--- config.mk ---
export PLATFORM = sky130hd
export DESIGN_NAME = uart_rx
export DESIGN_NICKNAME = d
export VERILOG_FILES = /design/src/rtl/uart_pkg.sv /design/src/rtl/uart_rx_data_sampler.sv /design/src/rtl/uart_rx.sv
export SDC_FILE = /design/constraint.sdc
export NUM_CORES = 1
export LEC_CHECK = 0
export ABC_AREA = 1
export CAP_MARGIN = 20
export CORE_MARGIN = 1
export CORE_UTILIZATION = 39
export CTS_BUF_LIST = sky130_fd_sc_hd__clkbuf_16
export CTS_CLUSTER_DIAMETER = 50
export DETAILED_ROUTE_END_ITERATION = 10
export MAX_ROUTING_LAYER = met4
export PLACE_DENSITY = 0.56
export SYNTH_ARGS = -nofsm -noshare
export SYNTH_HDL_FRONTEND = slang
export SYNTH_HIERARCHICAL = 1
export SYNTH_SLANG_ARGS = --single-unit
--- constraint.sdc ---
create_clock -name clk -period 2.6 [get_ports clk]
set_input_delay 0.26 -clock clk [delete_from_list [all_inputs] [get_ports clk]]
set_output_delay 0.26 -clock clk [all_outputs]
set_load 0.05 [all_outputs]
--- src/rtl/uart_pkg.sv ---
// Shared UART definitions: FSM state encoding, parity/data constants and the
// majority-vote helper used by both the receiver and the transmitter.
package uart_pkg;

  typedef enum logic [2:0] {
    IDLE   = 3'd0,
    START  = 3'd1,
    DATA   = 3'd2,
    PARITY = 3'd3,
    STOP   = 3'd4
  } state_t;

  localparam logic PARITY_EVEN = 1'b0;
  localparam logic PARITY_ODD  = 1'b1;
  localparam int   DATA_WIDTH  = 8;

  // Wide enough for edge counts up to PRESCALE = 32.
  localparam int   EDGE_W      = 5;
  localparam int   BIT_W       = 4;

  function automatic logic majority3(input logic a, input logic b, input logic c);
    return (a & b) | (a & c) | (b & c);
  endfunction

endpackage

--- src/rtl/uart_rx_data_sampler.sv ---
// Mid-bit oversampler: captures rx_s at the two cycles before the decision
// point and votes them against the live sample at the decision cycle.
module data_sampler
  import uart_pkg::*;
#(
  parameter int PRESCALE = 8
) (
  input  logic              clk,
  input  logic              rst,
  input  logic              rx_s,
  input  logic [EDGE_W-1:0] edge_cnt,
  input  logic              enable,
  output logic              sampled_bit,
  output logic              sample_done
);

  localparam logic [EDGE_W-1:0] SAMPLE_A = EDGE_W'(PRESCALE / 2 - 1);
  localparam logic [EDGE_W-1:0] SAMPLE_B = EDGE_W'(PRESCALE / 2);
  localparam logic [EDGE_W-1:0] DECIDE   = EDGE_W'(PRESCALE / 2 + 1);

  logic [1:0] samples;

  always_ff @(posedge clk or posedge rst) begin
    if (rst) begin
      samples <= '0;
    end else if (enable) begin
      if (edge_cnt == SAMPLE_A) samples[0] <= rx_s;
      if (edge_cnt == SAMPLE_B) samples[1] <= rx_s;
    end
  end

  // Third vote is taken live so the bit is known in the decision cycle itself.
  assign sample_done = enable && (edge_cnt == DECIDE);
  assign sampled_bit = majority3(samples[0], samples[1], rx_s);

endmodule

--- src/rtl/uart_rx.sv ---
// UART receiver: synchronizes RX_IN, frames start/data/parity/stop bits with
// a majority-voted mid-bit sample and reports the byte or frame errors.
//
// state  | meaning
// IDLE   | line idle, waiting for rx_s low
// START  | validating start bit, glitch returns to IDLE
// DATA   | shifting in 8 data bits LSB first
// PARITY | checking optional parity bit
// STOP   | sampling stop bit, publishing result
module uart_rx
  import uart_pkg::*;
#(
  parameter int PRESCALE = 8
) (
  input  logic                  clk,
  input  logic                  rst,
  input  logic                  RX_IN,
  input  logic                  parity_enable,
  input  logic                  Parity_Type,
  output logic [DATA_WIDTH-1:0] P_Data,
  output logic                  Data_Valid,
  output logic                  parity_error,
  output logic                  stop_error,
  output logic                  busy
);

  localparam logic [EDGE_W-1:0] EDGE_LAST = EDGE_W'(PRESCALE - 1);
  localparam logic [BIT_W-1:0]  LAST_DATA = BIT_W'(DATA_WIDTH);

  state_t                  state, state_next;
  logic                    sync_1, rx_s;
  logic [EDGE_W-1:0]       edge_cnt;
  logic [BIT_W-1:0]        bit_cnt;
  logic [DATA_WIDTH-1:0]   shift_reg;
  logic                    par_en_q, par_type_q, par_flag;
  logic                    sampled_bit, sample_done;
  logic                    wrap, exp_parity, start_seen;

  always_ff @(posedge clk or posedge rst) begin
    if (rst) begin
      sync_1 <= 1'b1;
      rx_s   <= 1'b1;
    end else begin
      sync_1 <= RX_IN;
      rx_s   <= sync_1;
    end
  end

  data_sampler #(.PRESCALE(PRESCALE)) u_sampler (
    .clk        (clk),
    .rst        (rst),
    .rx_s       (rx_s),
    .edge_cnt   (edge_cnt),
    .enable     (busy),
    .sampled_bit(sampled_bit),
    .sample_done(sample_done)
  );

  assign busy       = (state != IDLE);
  assign wrap       = (edge_cnt == EDGE_LAST);
  assign start_seen = (state == IDLE) && !rx_s;
  assign exp_parity = (^shift_reg) ^ (par_type_q == PARITY_ODD);

  always_ff @(posedge clk or posedge rst) begin
    if (rst) state <= IDLE;
    else     state <= state_next;
  end

  always_comb begin
    state_next = state;
    unique case (state)
      IDLE:   if (!rx_s) state_next = START;
      START: begin
        if (sample_done && sampled_bit) state_next = IDLE;
        else if (wrap)                  state_next = DATA;
      end
      DATA:   if (wrap && bit_cnt == LAST_DATA) state_next = par_en_q ? PARITY : STOP;
      PARITY: if (wrap) state_next = STOP;
      // Leave before the wrap so a start bit right after the stop bit is caught.
      STOP:   if (sample_done) state_next = IDLE;
      default: state_next = IDLE;
    endcase
  end

  // The IDLE cycle that sees rx_s low already counts as edge 0 of the start bit.
  always_ff @(posedge clk or posedge rst) begin
    if (rst) begin
      edge_cnt <= '0;
      bit_cnt  <= '0;
    end else if (start_seen) begin
      edge_cnt <= EDGE_W'(1);
      bit_cnt  <= '0;
    end else if (state == IDLE || state_next == IDLE) begin
      edge_cnt <= '0;
      bit_cnt  <= '0;
    end else if (wrap) begin
      edge_cnt <= '0;
      bit_cnt  <= bit_cnt + BIT_W'(1);
    end else begin
      edge_cnt <= edge_cnt + EDGE_W'(1);
    end
  end

  always_ff @(posedge clk or posedge rst) begin
    if (rst) begin
      par_en_q   <= 1'b0;
      par_type_q <= PARITY_EVEN;
      par_flag   <= 1'b0;
      shift_reg  <= '0;
    end else begin
      if (start_seen) begin
        par_en_q   <= parity_enable;
        par_type_q <= Parity_Type;
        par_flag   <= 1'b0;
      end
      if (state == DATA && sample_done)
        shift_reg <= {sampled_bit, shift_reg[DATA_WIDTH-1:1]};
      if (state == PARITY && sample_done)
        par_flag <= (sampled_bit != exp_parity);
    end
  end

  always_ff @(posedge clk or posedge rst) begin
    if (rst) begin
      P_Data       <= '0;
      Data_Valid   <= 1'b0;
      parity_error <= 1'b0;
      stop_error   <= 1'b0;
    end else begin
      Data_Valid   <= 1'b0;
      parity_error <= 1'b0;
      stop_error   <= 1'b0;
      if (state == STOP && sample_done) begin
        parity_error <= par_flag;
        stop_error   <= !sampled_bit;
        if (sampled_bit && !par_flag) begin
          P_Data     <= shift_reg;
          Data_Valid <= 1'b1;
        end
      end
    end
  end

endmodule

==> summary.txt <==
CTS
  • Setup repair bufs after CTS: 0
  • Root buf cell: clkbuf_16
  • CTS resizes: 0
  • Deepest clock path buffer count: 2
  • CTS Hold Bufs: 0
  • CTS tree: done
  • CTS sink count: 38
  • H-tree levels: 2
  • Reg clk slew, reported paths: 0.06 ns
  • CTS buffer count: 5
  • Latest clock arrival within the worst-skew pair: 0.28 ns

Timing
  • Minimum clock period after layout: 2.31 ns
  • Final WS setup: 0.287 ns
  • F_max: 432 MHz
  • RSZ-0062 raised after global routing: no
  • Hold Slack: 0.165 ns
  • Pins Over Slew Limit: 0
  • Setup TNS: 0 ns
  • Final hold violation count: 0
  • Final setup violation count: 0
  • Tightest Pin Transition: 0.513 ns
  • Final period util: 88.9%
  • Final setup skew: 0.00259 ns
  • Slew HR: 65.7%

Setup path
  • RR Startpoint: state[0]
  • CP cell instances: nor2_1 -> nand2_1 -> inv_1 -> nor2_2 -> nand2_1 -> nor3_2 -> nand2_1 -> inv_1 -> nor2_1 -> nand2_1 -> nand3_1 -> nor2_2 -> nand3_2 -> nand2_4 -> nor2_2
  • R2r setup slk: 0.29 ns
  • Slowest stage cell, crit path: dfrtp_1
  • Critical path fanouts, max: 8
  • Worst R2R End: bit_cnt[3]
  • Worst setup SP type: register
  • Worst EP arrival: 2.48 ns
  • Crit path top cell by count: nand2_1
  • Setup CP Type: register to register
  • Slowest stage delay, CP: 0.46 ns
  • CP Capture Type: register
  • Critical Path RT: 2.77 ns
  • Reg2reg path depth: 15

Floorplan
  • Initial Util: 41.1%
  • Die outline height: 73.0 um
  • Io pins: 17
  • Die Width: 73.0 um
  • Placeable Area: 0.00479 sq mm
  • Std-Cell Rows: 25
  • Die footprint: 0.00533 sq mm

Route
  • Detail-routed via count per cell: 4.48
  • Vias post-DR: 1455
  • TritonRoute pass-1 iters: 4
  • WL/cell: 10.9 um
  • Drc violations: 0
  • Post-route ant nets: 0
  • Post-Route WL: 3530 um
  • First DRT Iteration DRCs: 83

Place
  • Placed Area: 0.00221 sq mm
  • I/O Buffers: 16
  • Placement Setup Slack: 0.322 ns
  • GPL Wtd Cong: 0.848
  • Dpl hpwl: 2500 um
  • Placed cells: 318

Yosys
  • Syn Nets: 244
  • Synth warn: 6
  • Sequential share of the synthesized area: 48.4%
  • Post-synth cell types: 27
  • Syn Std Cell Area: 0.00197 sq mm
  • Yosys top cell area share: 45.8%
  • Yosys top cell by area: dfrtp_1
  • Synthesized area per cell: 8.34 sq um
  • Number of synthesized register bits: 38
  • Synth top area cells: dfrtp_1 46%, nand2_1 12%, inv_1 7.4%
  • Syn Inst Count: 236

Global route
  • Grt total ovfl: 0
  • Global-route wire length before repair: 6020 um
  • Met3 GRT Util: 4.70%
  • GRT Max-Usage Layer: met1
  • Grt met1 use: 22.1%
  • Vias in the first global route: 1291
  • Pin count of the biggest net entering global routing: 37
  • Met2 Use GR: 21.0%
  • GR Util All Layers: 15.5%
  • Initial antenna violation count: 0

Power
  • Max IR drop VDD: 370 uV
  • PwrDens: 920 mW/mm^2
  • Total power: 2.18 mW
  • Leakage: 1.18 nW

Final layout
  • Nets: 266
  • Area delta synth->final: 20.5%
  • Diodes inserted: 0
  • Post-Layout Inst Area: 0.00237 sq mm
  • Core Util, Final: 49.5%
  • Layout cell share with drive strength beyond 1: 14.7%
  • Most frequent cells in the layout: 61 x nand2_1, 39 x inv_1, 36 x dfrtp_1
  • Commonest non-fill, non-tap cell in the layout: nand2_1
  • Non-filler cells, final: 325

Outcome
  • Status: complete, no violations

Run
  • Max-cap violation count: 0

Worst hold path
  • Hold WC Path Type: input pin to async pin
critical path, delay by kind of cell, from the launching register on:
family                 cells  cell delay (ns)
buffers and inverters      2             0.20
DFF                        1             0.46
and+or+nand+nor           13             1.55
layout make-up:
class / instances / area, sq um
Fill cell: 460 / 2410
Sequential cell: 38 / 953
Multi-Input combinational cell: 155 / 853
Timing Repair Buffer: 17 / 168
Inverter: 41 / 154
Clock buffer: 5 / 125
Tap cell: 67 / 83.8
Clock inverter: 2 / 33.8
where the power goes:
group          internal [mW]  leakage (nW)  total, mW  switching, mW
clock network          0.443        0.0773      0.672          0.228
logic                  0.252         0.599      0.692          0.440
registers              0.696         0.502      0.817          0.120
metal layers:
layer	up-vias	wire length [um]
li1	766	-
met2	29	1410
met4	0	43
met5	-	0
met3	5	157
met1	655	1910
how the worst max path moves through the flow:
| stage | cells after the start | from | endpoint | slack [ns] |
|---|---|---|---|---|
| 6_report | 15 | state[0] | bit_cnt[3] | 0.29 |
| 5_1_grt | 15 | state[0] | bit_cnt[3] | 0.07 |
| 4_1_cts | 15 | state[0] | bit_cnt[3] | 0.30 |
| 3_5_place_dp | 15 | state[0] | bit_cnt[3] | 0.32 |
| 3_3_place_gp | 15 | state[0] | edge_cnt[4] | 0.44 |
| 2_1_floorplan | 15 | state[0] | edge_cnt[2] | 0.26 |
synthesized netlist by cell type (all sizes together):
master	count
dfstp	2
a21oi	2
nor2	31
clkinv	1
o21ai	16
nand3b	1
inv	40
ha	3
dfrtp	36
maj3	1
clkbuf	2
and2	1
nand2	67
nand4	3
nor3	3
xor2	6
nand3	17
xnor2	4
logic make-up after synthesis:
kind of cell             count (synthesis)  share of synthesized area (%)
AO/OA/AOI/OAI                           18                           4.58
XOR/XNOR                                10                           4.45
adder cells (fa/ha/maj)                  4                           2.42
buffers and inverters                   43                           8.20
flip-flops                              38                           48.4
AND/OR/NAND/NOR                        123                           31.9
(Power assumes the default switching activity.)
